### src/rtl/usart_rx.sv
`default_nettype none
// ============================================================================
// Module   : usart_rx
// Purpose  : Oversampling 8N1 serial receiver with valid/ack holding register,
//            overrun and framing status. Optional parity via USART_RX_PARITY_EN.
// Revision : 1.0 - initial release
// ============================================================================
module usart_rx #(
  parameter int OVERSAMPLE = 16,
  parameter int DATA_BITS  = 8
`ifdef USART_RX_PARITY_EN
  ,
  parameter bit PARITY_ODD = 1'b0
`endif
) (
  input  logic                 clock,
  input  logic                 reset,
  input  logic                 rx_pin,
  input  logic                 sample_tick,
  output logic [DATA_BITS-1:0] rx_data,
  output logic                 rx_valid,
  input  logic                 rx_ack,
  output logic                 rx_overrun,
  output logic                 rx_frame_error,
`ifdef USART_RX_PARITY_EN
  output logic                 rx_parity_error,
`endif
  output logic                 rx_busy
);

  localparam int c_tick_w = (OVERSAMPLE > 1) ? $clog2(OVERSAMPLE) : 1;
  localparam int c_bit_w  = $clog2(DATA_BITS + 1);
  localparam logic [c_tick_w-1:0] c_tick_last = c_tick_w'(OVERSAMPLE - 1);
  localparam logic [c_tick_w-1:0] c_tick_half = c_tick_w'(OVERSAMPLE / 2 - 1);
  localparam logic [c_bit_w-1:0]  c_bit_last  = c_bit_w'(DATA_BITS - 1);

  typedef enum logic [2:0] {
    ST_IDLE,
    ST_START,
    ST_DATA,
`ifdef USART_RX_PARITY_EN
    ST_PARITY,
`endif
    ST_STOP,
    ST_WAIT_HIGH
  } state_t;

  state_t                r_state;
  state_t                w_state_nxt;
  logic [1:0]            r_sync;
  logic [c_tick_w-1:0]   r_tick_cnt;
  logic [c_tick_w-1:0]   w_tick_nxt;
  logic [c_bit_w-1:0]    r_bit_cnt;
  logic [c_bit_w-1:0]    w_bit_nxt;
  logic [DATA_BITS-1:0]  r_shift;
  logic [DATA_BITS-1:0]  r_data;
  logic                  r_valid;
  logic                  r_overrun;
  logic                  r_frame_error;
  logic                  r_deliver;
  logic                  w_rxs;
  logic                  w_tick_last;
  logic                  w_shift_en;
  logic                  w_stop_good;
  logic                  w_stop_bad;
`ifdef USART_RX_PARITY_EN
  logic                  w_par_sample;
  logic                  w_par_mismatch;
  logic                  r_par_bad;
  logic                  r_parity_error;
`endif

  assign w_rxs       = r_sync[1];
  assign w_tick_last = (r_tick_cnt == c_tick_last);

  always_comb begin
    w_state_nxt  = r_state;
    w_tick_nxt   = r_tick_cnt;
    w_bit_nxt    = r_bit_cnt;
    w_shift_en   = 1'b0;
    w_stop_good  = 1'b0;
    w_stop_bad   = 1'b0;
`ifdef USART_RX_PARITY_EN
    w_par_sample = 1'b0;
`endif
    if (sample_tick) begin
      case (r_state)
        ST_IDLE: begin
          if (!w_rxs) begin
            w_state_nxt = ST_START;
            w_tick_nxt  = '0;
          end
        end
        ST_START: begin
          if (r_tick_cnt == c_tick_half) begin
            w_tick_nxt = '0;
            w_bit_nxt  = '0;
            // A start bit that is high again by mid-bit was only a glitch
            w_state_nxt = w_rxs ? ST_IDLE : ST_DATA;
          end else begin
            w_tick_nxt = r_tick_cnt + c_tick_w'(1);
          end
        end
        ST_DATA: begin
          if (w_tick_last) begin
            w_tick_nxt = '0;
            w_shift_en = 1'b1;
            if (r_bit_cnt == c_bit_last) begin
`ifdef USART_RX_PARITY_EN
              w_state_nxt = ST_PARITY;
`else
              w_state_nxt = ST_STOP;
`endif
            end else begin
              w_bit_nxt = r_bit_cnt + c_bit_w'(1);
            end
          end else begin
            w_tick_nxt = r_tick_cnt + c_tick_w'(1);
          end
        end
`ifdef USART_RX_PARITY_EN
        ST_PARITY: begin
          if (w_tick_last) begin
            w_tick_nxt   = '0;
            w_par_sample = 1'b1;
            w_state_nxt  = ST_STOP;
          end else begin
            w_tick_nxt = r_tick_cnt + c_tick_w'(1);
          end
        end
`endif
        ST_STOP: begin
          if (w_tick_last) begin
            w_tick_nxt  = '0;
            w_stop_good = w_rxs;
            w_stop_bad  = !w_rxs;
            w_state_nxt = w_rxs ? ST_IDLE : ST_WAIT_HIGH;
          end else begin
            w_tick_nxt = r_tick_cnt + c_tick_w'(1);
          end
        end
        ST_WAIT_HIGH: begin
          if (w_rxs) begin
            w_state_nxt = ST_IDLE;
          end
        end
        default: begin
          w_state_nxt = ST_IDLE;
        end
      endcase
    end
  end

`ifdef USART_RX_PARITY_EN
  assign w_par_mismatch = w_rxs ^ (^r_shift) ^ PARITY_ODD;
`endif

  always_ff @(posedge clock) begin
    if (reset) begin
      r_sync        <= 2'b11;
      r_state       <= ST_IDLE;
      r_tick_cnt    <= '0;
      r_bit_cnt     <= '0;
      r_shift       <= '0;
      r_deliver     <= 1'b0;
      r_frame_error <= 1'b0;
`ifdef USART_RX_PARITY_EN
      r_par_bad      <= 1'b0;
      r_parity_error <= 1'b0;
`endif
    end else begin
      r_sync     <= {r_sync[0], rx_pin};
      r_state    <= w_state_nxt;
      r_tick_cnt <= w_tick_nxt;
      r_bit_cnt  <= w_bit_nxt;
      if (w_shift_en) begin
        r_shift <= {w_rxs, r_shift[DATA_BITS-1:1]};
      end
      r_frame_error <= w_stop_bad;
`ifdef USART_RX_PARITY_EN
      if (w_par_sample) begin
        r_par_bad <= w_par_mismatch;
      end
      r_parity_error <= w_par_sample && w_par_mismatch;
      r_deliver      <= w_stop_good && !r_par_bad;
`else
      r_deliver      <= w_stop_good;
`endif
    end
  end

  // Holding register: a same-cycle ack frees the slot for the arriving byte
  always_ff @(posedge clock) begin
    if (reset) begin
      r_data    <= '0;
      r_valid   <= 1'b0;
      r_overrun <= 1'b0;
    end else if (r_deliver) begin
      if (!r_valid || rx_ack) begin
        r_data    <= r_shift;
        r_valid   <= 1'b1;
        r_overrun <= 1'b0;
      end else begin
        r_overrun <= 1'b1;
      end
    end else if (rx_ack) begin
      r_valid   <= 1'b0;
      r_overrun <= 1'b0;
    end
  end

  assign rx_data        = r_data;
  assign rx_valid       = r_valid;
  assign rx_overrun     = r_overrun;
  assign rx_frame_error = r_frame_error;
  assign rx_busy        = (r_state != ST_IDLE);
`ifdef USART_RX_PARITY_EN
  assign rx_parity_error = r_parity_error;
`endif

endmodule
`default_nettype wire
### config.mk
export PLATFORM = sky130hd
export DESIGN_NAME = usart_rx
export DESIGN_NICKNAME = d
export VERILOG_FILES = /design/src/rtl/usart_rx.sv
export SDC_FILE = /design/constraint.sdc
export NUM_CORES = 1
export LEC_CHECK = 0
export ABC_AREA = 1
export CAP_MARGIN = 20
export CELL_PAD_IN_SITES_DETAIL_PLACEMENT = 2
export CELL_PAD_IN_SITES_GLOBAL_PLACEMENT = 2
export CORE_MARGIN = 1.5
export CORE_UTILIZATION = 32
export CTS_BUF_LIST = sky130_fd_sc_hd__clkbuf_4 sky130_fd_sc_hd__clkbuf_8 sky130_fd_sc_hd__clkbuf_16
export DETAILED_ROUTE_END_ITERATION = 12
export PLACE_DENSITY = 0.77
export RECOVER_POWER = 25
export SETUP_SLACK_MARGIN = 0.5
export SYNTH_ARGS = -nofsm -noshare
export SYNTH_HDL_FRONTEND = slang
export SYNTH_SLANG_ARGS = --single-unit
### constraint.sdc
create_clock -name clock -period 4.3 [get_ports clock]
set_input_delay 1.29 -clock clock [delete_from_list [all_inputs] [get_ports clock]]
set_output_delay 1.29 -clock clock [all_outputs]
set_load 0.03 [all_outputs]
# Yosys cells after proc, flatten, opt, wreduce, memory -nomap -nowiden
# Index checks and enable logic that the tools add are counted.
[word_totals] word_cells=70 register_bits=33 input_bits=5 out_inout_bits=12
[classes] n_eq_ne=15 bitwise_logic=3 n_reduce_logical=15 add_sub_neg=2 mux=25
[ops] cell="4-bit two-way mux" n=6
[ops] cell="3-bit two-way mux" n=7
[ops] cell="3-bit one-hot mux with 5 select lines" n=1
[ops] cell="2-bit inequality test (second input constant)" n=7
[ops] cell="4-bit one-hot mux with 3 select lines" n=1
[ops] cell="4-bit by 1-bit adder with 4-bit output (second input constant)" n=2
[ops] cell="4-bit by 3-bit equality test with 1-bit output (second input constant)" n=2
[ops] cell="1-bit two-way mux" n=8
[ops] cell="4-bit one-hot mux with 2 select lines" n=1
[ops] cell="7-bit AND reduction" n=1
[ops] cell="3-bit by 2-bit equality test with 1-bit output (second input constant)" n=2
[ops] cell="3-bit nonzero test" n=2
[ops] cell="5-bit AND reduction" n=1
[ops] cell="4-bit equality test (second input constant)" n=1
[ops] cell="2-bit AND reduction" n=2
[ops] cell="2-bit nonzero test" n=2
[ops] cell="4-bit OR reduction" n=1
[ops] cell="3-bit by 1-bit equality test with 1-bit output (second input constant)" n=1
[ops] cell="3-bit equality test (second input constant)" n=1
[ops] cell="3-bit logical NOT" n=1
[ops] cell="1-bit inverter" n=3
[ops] cell="3-bit AND reduction" n=1
[ops] cell="1-bit logical NOT" n=2
[ops] cell="2-bit two-way mux" n=1
[ops] cell="3 further kinds" n=3

# Longest topological paths before layout
# Gate-level depths: netlist of the first run.
[depth] ltp_word=4 ltp_mapped=9 depth_no_buf=9

# Worst setup path after synthesis of the first run
# No wires, ideal clock.
[synth_path] path_type="input to register" start="input reset" end="register r_shift[0]" n_path_buf=2 slack_ns=2.240 setup_ns=0.116 path_stages=5 arrival_ns=1.944 required_ns=4.184 path_cell_list="clkbuf_1 -> inv_1 -> clkbuf_1 -> o21ai_0 -> nor2_1"
[synth_rtl] item="start: declaration" line="17" text="input logic reset,"
[synth_rtl] item="end signal: assignment" line="177" text="r_shift <= {w_rxs, r_shift[DATA_BITS-1:1]};"
[synth_rtl] item="end: declaration" line="55" text="logic [DATA_BITS-1:0] r_shift;"

# Worst setup path in the final report of the first run
[layout_path] start="register r_state[0]" end="output rx_busy"
[layout_between] elab_chain_len=1
[layout_lines] item="start: declaration" line="48" text="state_t r_state;"
[layout_lines] item="start signal: assignment" line="173" text="r_state <= w_state_nxt;"
[layout_lines] item="3-bit nonzero test" line="216" text="assign rx_busy = (r_state != ST_IDLE);"
[layout_lines] item="end: declaration" line="28" text="output logic rx_busy"
# No other way between the ends.

==> results of run 1 <==
cell usage in the layout (no fill, tap or decap):
| cell type | instances |
|---|---|
| sky130_fd_sc_hd__nor2_1 | 55 |
| sky130_fd_sc_hd__or2_2 | 2 |
| sky130_fd_sc_hd__nand3_1 | 11 |
| sky130_fd_sc_hd__a21oi_1 | 8 |
| sky130_fd_sc_hd__inv_2 | 2 |
| sky130_fd_sc_hd__ha_1 | 2 |
| sky130_fd_sc_hd__nor3_1 | 1 |
| sky130_fd_sc_hd__nor2_2 | 1 |
| sky130_fd_sc_hd__nand2_1 | 36 |
| sky130_fd_sc_hd__clkinv_1 | 1 |
| sky130_fd_sc_hd__a31oi_1 | 1 |
| sky130_fd_sc_hd__nand2_2 | 1 |
| sky130_fd_sc_hd__xor2_1 | 2 |
| sky130_fd_sc_hd__nand4_1 | 5 |
| sky130_fd_sc_hd__o21ai_0 | 20 |
| sky130_fd_sc_hd__dlygate4sd3_1 | 3 |
| sky130_fd_sc_hd__clkbuf_4 | 1 |
| sky130_fd_sc_hd__dfxtp_1 | 33 |
| sky130_fd_sc_hd__inv_1 | 16 |
| sky130_fd_sc_hd__o21bai_1 | 1 |
| sky130_fd_sc_hd__clkbuf_8 | 6 |
| sky130_fd_sc_hd__nor4_1 | 1 |
| sky130_fd_sc_hd__xnor2_1 | 1 |
| sky130_fd_sc_hd__bufinv_16 | 1 |
| sky130_fd_sc_hd__clkdlybuf4s50_1 | 13 |
| sky130_fd_sc_hd__nand3b_1 | 1 |
sequential cells by signal, summed over array words and instances, names as in the netlist:
name,flops
r_sync,2
rx_overrun,1
rx_data,8
rx_frame_error,1
r_bit_cnt,4
r_deliver,1
r_state,3
rx_valid,1
r_tick_cnt,4
r_shift,8
layout make-up:
type                    count  area [um^2]
fillers                   525         2570
multi-input cells         149          677
flip-flops and latches     33          661
repair buffers             16          160
clock buffers               7         90.1
inverters                  19         71.3
well taps                  52         65.1
clock inverters             1         30.0
worst max-delay path by stage:
stage,startpoint,endpoint,slack (ns),cells after the start
CTS,r_state[0]$_SDFFE_PP0P_,rx_busy,1.28,3
finish,r_state[0]$_SDFFE_PP0P_,rx_busy,1.32,3
floorplan,reset,r_shift[0]$_SDFFE_PP0P_,2.24,5
global route,r_state[0]$_SDFFE_PP0P_,rx_busy,1.23,3
detailed placement,reset,r_bit_cnt[1]$_SDFFE_PP0P_,1.35,5
global placement,sample_tick,r_shift[7]$_SDFFE_PP0P_,1.45,7
report_power, final:
group / internal, W / switching, W / total [W]
Sequential: 0.000328 / 0.0000294 / 0.000358
Clock: 0.000195 / 0.000117 / 0.000312
Combinational: 0.0000951 / 0.000230 / 0.000325
stage by stage:
step / total power [W] / util / hold slack [ns] / instances
detailed placement: 0.000704 / 0.381 / 0.398 / 269
global route: 0.00107 / 0.406 / 0.444 / 277
CTS: 0.00102 / 0.409 / 0.415 / 277
floorplan: 0.000591 / - / 0.389 / 204
global placement: 0.000676 / 0.381 / 0.393 / 269
finish: 0.000995 / 0.406 / 0.411 / 277
per-layer routing:
layer  wire length [um]  vias up
met3                148        8
met4                 77        0
met1               1830      671
li1                   -      691
met2               2180       23
met5                  0        -
synthesized netlist by cell type, types with 2 or more instances:
library cell / count / area (um^2)
sky130_fd_sc_hd__clkbuf_1: 3 / 11.3
sky130_fd_sc_hd__ha_1: 2 / 25.0
sky130_fd_sc_hd__or2_2: 2 / 12.5
sky130_fd_sc_hd__nand4_1: 5 / 31.3
sky130_fd_sc_hd__o21ai_0: 20 / 100
sky130_fd_sc_hd__dfxtp_1: 33 / 661
sky130_fd_sc_hd__nand2_1: 35 / 131
sky130_fd_sc_hd__inv_2: 2 / 7.51
sky130_fd_sc_hd__nand3_1: 10 / 50.1
sky130_fd_sc_hd__nor2_1: 54 / 203
sky130_fd_sc_hd__a21oi_1: 8 / 40.0
sky130_fd_sc_hd__nand2_2: 2 / 12.5
sky130_fd_sc_hd__xor2_1: 2 / 17.5
sky130_fd_sc_hd__inv_1: 16 / 60.1
cells by family after synthesis:
kind of cell | Yosys count
AOI/OAI and AO/OA | 30
adders and majority gates | 2
and+or+nand+nor | 114
xor gates and xnor gates | 3
buffers and inverters | 22
DFF | 33
==> impl_metrics.json, run 1 <==
{
  "status": "finished, final reports clean",
  "floorplan.rows": 24,
  "cts_repair_resize_count": 0,
  "report.final.hold_viol_count": 0,
  "power_density_nw_per_um2": 567,
  "vias_per_cell": 5.03,
  "relSlewSlack": 0.605,
  "grt_overflow": 0,
  "hold_path_class": "flop to flop",
  "placement.io_buffers": 16,
  "initial_core_util": 0.332,
  "sequential_to_total_area_share_from_yosys_stat": 0.460,
  "drt_pass1_iterations": 4,
  "postRouteAntennaNets": 0,
  "met2_demand_to_capacity_share_in_global_routing": 0.329,
  "critical_path_buf_inv_count": 1,
  "ir_drop_mv": 0.195,
  "floorplan.die_area_um2": 4900,
  "timing.critical_path.arrival_ns": 1.69,
  "design.core.area_um2": 4320,
  "detailed_place.area_um2": 1650,
  "synth_cell_type_count": 24,
  "drt-total-wl_mm": 4.24,
  "crit_path_max_fanout": 7,
  "area_growth_pct": 22.2,
  "critical_path.max_stage_delay_ns": 0.61,
  "synth.yosys.warnings": 0,
  "unrepaired_setup_endpoints_after_global_routing": "no",
  "timing.clock.skew_ns": 0.00717,
  "yosys.area_share.xor_xnor": 0.0183,
  "cp-start-kind": "flop",
  "setup_viol": 0,
  "vias_in_the_first_global_route": 1517,
  "ys_dominant_reg_cell": "sky130_fd_sc_hd__dfxtp_1",
  "final_design_area_no_fill_um2": 1750,
  "die_height_um": 70.0,
  "muxShareOfSynthArea": 0,
  "tritoncts": "yes",
  "register_bit_total_from_synthesis": 33,
  "worst_r2r_endpoint": "r_state[0]$_SDFFE_PP0P_",
  "cell_leakage_power_nw": 0.728,
  "fp.dieW_um": 70.0,
  "cts_root_buffer": "sky130_fd_sc_hd__clkbuf_8",
  "regToRegStartpoint": "r_tick_cnt[0]$_SDFFE_PP0P_",
  "synth.net_count": 211,
  "grt_antenna_before_repair": 0,
  "cts_buffer_count": 5,
  "async_reset_ff_frac": 0,
  "slew_viol_final": 0,
  "timing.critical_path.to_type": "primary output",
  "synthSimpleGateAreaFrac": 0.339,
  "critPathKind": "flop to primary output",
  "clkTransAtPathRegs_ns": 0.07,
  "clock.fmax_mhz": 336,
  "cts-hold-fix-buffers": 0,
  "route.vias.total": 1393,
  "cp.required_ns": 3.01,
  "syn-mean-instance-area_um2": 7.03,
  "design.final.nets": 231,
  "grt_util_all_layers": 0.188,
  "cap_viol_max_count": 0,
  "post_synth_fa_ha_maj_area_fraction": 0.0174,
  "combinational_family_with_the_most_area_after_synthesis": "simple AND/OR/NAND/NOR gates",
  "finalWeightedCongestion": 0.775,
  "clock_path_buffers": 2,
  "timing.final.ws_setup_ns": 1.32,
  "worst-slew-pin-transition_ns": 0.593,
  "period_needed_ns": 2.98,
  "synth-edff-count": 0,
  "post_route_cells_drive_above_1_share": 0.0622,
  "rrSetupSlack_ns": 2.37,
  "hold_path_end": "r_sync[1]$_SDFF_PP1_",
  "crit_path_top_delay_cell": "sky130_fd_sc_hd__clkdlybuf4s50_1",
  "compound_gate_fraction_of_synth_area": 0.107,
  "grtUsageMet1": 0.221,
  "antenna-diode-count": 0,
  "final.setup.tns_ns": 0,
  "worstPathCellList": "nor2_1 -> nand2_1 -> clkdlybuf4s50_1",
  "hold_path_startpoint": "r_sync[0]$_SDFF_PP1_",
  "post_synth_inst_count": 204,
  "clock_insertion_delay_worst_skew_ns": 0.29,
  "drt-initial-drc-count": 50,
  "htreeDepth": 2,
  "critical-path-top-delay-family": "buffers and inverters",
  "hold-path-cell-count": 1,
  "r2r_cells": 9,
  "drc": 0,
  "postCtsSetupBuffers": 0,
  "detailedPlace.worstSlack_ns": 1.35,
  "pin_count": 17,
  "global_route_wire_length_before_repair_mm": 7.18,
  "synth_area_um2": 1440,
  "hpwlAfterDp_mm": 3.24,
  "layout_worst_path_cycle_share": 0.692,
  "routedWlPerCell_um": 15.3,
  "maximum_number_of_pins_on_one_net_before_global_route_repair": 23,
  "top_usage_layer": "met2",
  "cts.sinks": 33,
  "met3_usage": 0.0476
}
Power figures use the tool's default switching activity.
==> run 2: changes to the inputs <==
CORE_UTILIZATION = 30   (was 32)
PLACE_DENSITY = 0.72   (was 0.77)
clock period = 3.1 ns   (was 4.3 ns; I/O delays follow)
==> impl_metrics.json, run 2 (synthesized netlist as in run 1, its figures left out) <==
{
  "critical-path-top-delay-family": "buffers and inverters",
  "cp-start-kind": "flop",
  "power.share.switching": 0.379,
  "timing.clock.skew_ns": 0.00270,
  "slew_viol_final": 0,
  "pin_count": 17,
  "cp.required_ns": 2.17,
  "area_growth_pct": 22.8,
  "fp.dieW_um": 72.2,
  "cts_buffer_count": 5,
  "die_height_um": 72.2,
  "initial_core_util": 0.321,
  "regToRegStartpoint": "r_tick_cnt[0]$_SDFFE_PP0P_",
  "status": "finished, final reports clean",
  "critical_path_buf_inv_count": 1,
  "cell_leakage_power_nw": 0.743,
  "postCtsSetupBuffers": 0,
  "hold_path_class": "flop to flop",
  "reg_power_frac": 0.364,
  "floorplan.die_area_um2": 5210,
  "htreeDepth": 2,
  "post_route_cells_drive_above_1_share": 0.0664,
  "detailed_place.area_um2": 1660,
  "routedWlPerCell_um": 14.9,
  "period_needed_ns": 2.26,
  "crit_path_top_delay_cell": "sky130_fd_sc_hd__clkdlybuf4s50_1",
  "vias_per_cell": 5.04,
  "power_density_nw_per_um2": 783,
  "antenna-diode-count": 0,
  "final_cell_mix": "sky130_fd_sc_hd__nor2_1 (54), sky130_fd_sc_hd__nand2_1 (36), sky130_fd_sc_hd__dfxtp_1 (33)",
  "vias_in_the_first_global_route": 1513,
  "floorplan.rows": 24,
  "worst-slew-pin-transition_ns": 0.602,
  "critical_path.max_stage_delay_ns": 0.70,
  "cts_root_buffer": "sky130_fd_sc_hd__clkbuf_8",
  "hpwlAfterDp_mm": 3.13,
  "drt_pass1_iterations": 4,
  "clock.fmax_mhz": 443,
  "report.final.hold_viol_count": 0,
  "cts.sinks": 33,
  "design.core.area_um2": 4470,
  "p_clk_frac": 0.309,
  "drt-total-wl_mm": 4.15,
  "tritoncts": "yes",
  "route.vias.total": 1402,
  "n_fill_cell": 518,
  "drc": 0,
  "clkTransAtPathRegs_ns": 0.07,
  "fin_total_pwr_w": 0.00138,
  "finalWeightedCongestion": 0.783,
  "worstPathCellList": "clkdlybuf4s50_1",
  "timing.critical_path.arrival_ns": 1.33,
  "hold_path_startpoint": "r_sync[0]$_SDFF_PP1_",
  "grt_overflow": 0,
  "grt_util_all_layers": 0.182,
  "comb_power_share": 0.326,
  "ir_drop_mv": 0.508,
  "unrepaired_setup_endpoints_after_global_routing": "no",
  "final_design_area_no_fill_um2": 1760,
  "clock_path_buffers": 2,
  "clock_insertion_delay_worst_skew_ns": 0.29,
  "cap_viol_max_count": 0,
  "power.net_switching_w": 0.000523,
  "setup_viol": 0,
  "critPathKind": "flop to primary output",
  "crit_path_max_fanout": 2,
  "relSlewSlack": 0.598,
  "leading_cell_type_in_the_layout_fill_and_taps_excluded": "sky130_fd_sc_hd__nor2_1",
  "placement.io_buffers": 16,
  "setup.worst_path.start": "rx_data[3]$_SDFFE_PP0P_",
  "drt-initial-drc-count": 27,
  "grt_antenna_before_repair": 0,
  "postRouteAntennaNets": 0,
  "timing.critical_path.to_type": "primary output",
  "global_route_wire_length_before_repair_mm": 7.23,
  "maximum_number_of_pins_on_one_net_before_global_route_repair": 23,
  "design.final.nets": 232,
  "internal_power_w": 0.000858,
  "layout_worst_path_cycle_share": 0.728,
  "holdWs_ns": 0.422,
  "final.setup.tns_ns": 0
}
run 2: cell count changes in the layout (fill, tap and decap cells not counted), sizes merged:
cell          before  now
dlymetal6s2s       0    1
dlygate4sd3        3    2
clkbuf             7    8
run 2: stage by stage:
| step | worst slack [ns] | instances | utilization |
|---|---|---|---|
| 6_report | 0.843 | 278 | 0.394 |
| 5_1_grt | 0.733 | 278 | 0.394 |
| 4_1_cts | 0.516 | 278 | 0.398 |
| 3_5_place_dp | 0.683 | 270 | 0.370 |
| 3_3_place_gp | 0.731 | 270 | 0.370 |
| 2_1_floorplan | 1.40 | 204 | - |
run 2: metal layers:
metal / vias to the layer above / routed length (um) / part of all wire / track usage
li1: 700 / - / - / -
met1: 677 / 2010 / 0.49 / 0.232
met2: 20 / 1960 / 0.47 / 0.303
met3: 5 / 129 / 0.031 / 0.0514
met4: 0 / 48 / 0.012 / 0.0503
met5: - / 0 / 0 / 0
run 2: worst reg2reg max path: cells and delay by family, from the launching register on:
| kind | cells | cell delay [ns] |
|---|---|---|
| simple gates | 8 | 1.17 |
| flops | 1 | 0.38 |
| fa+ha+maj | 1 | 0.24 |
run 2: cell type report:
class,instances,area (um^2),area share
repair buffers,17,166,0.0944
clock buffers,7,90.1,0.0511
flip-flops and latches,33,661,0.375
well taps,52,65.1,0.0369
multi-input cells,149,679,0.385
inverters,19,71.3,0.0405
clock inverters,1,30.0,0.0170
run 2: path summary, 6_finish.rpt:
check	end	slack, ns	cells after the start
worst max-delay path	rx_data[3]	0.84	1
worst min-delay path	r_sync[1]$_SDFF_PP1_	0.42	1
worst max register to register	r_state[0]$_SDFFE_PP0P_	1.24	9
worst min register to register	r_sync[1]$_SDFF_PP1_	0.42	1
run 2: power by group through the flow:
| stage | clock (W) | sequential (W) | combinational, W |
|---|---|---|---|
| 2_1_floorplan | 0 | 0.000493 | 0.000326 |
| 3_3_place_gp | 0 | 0.000505 | 0.000443 |
| 3_5_place_dp | 0 | 0.000507 | 0.000463 |
| 4_1_cts | 0.000442 | 0.000502 | 0.000475 |
| 5_1_grt | 0.000462 | 0.000510 | 0.000513 |
| 6_report | 0.000427 | 0.000503 | 0.000450 |
run 2: what timing repair did:
| action | CTS | global route |
|---|---|---|
| gates resized for setup | 1 | 1 |
| hold buffers | 0 | 0 |
| endpoints found under the hold margin | 0 | 0 |
| endpoints found under the setup margin | 1 | 1 |
| pin swaps | 0 | 0 |
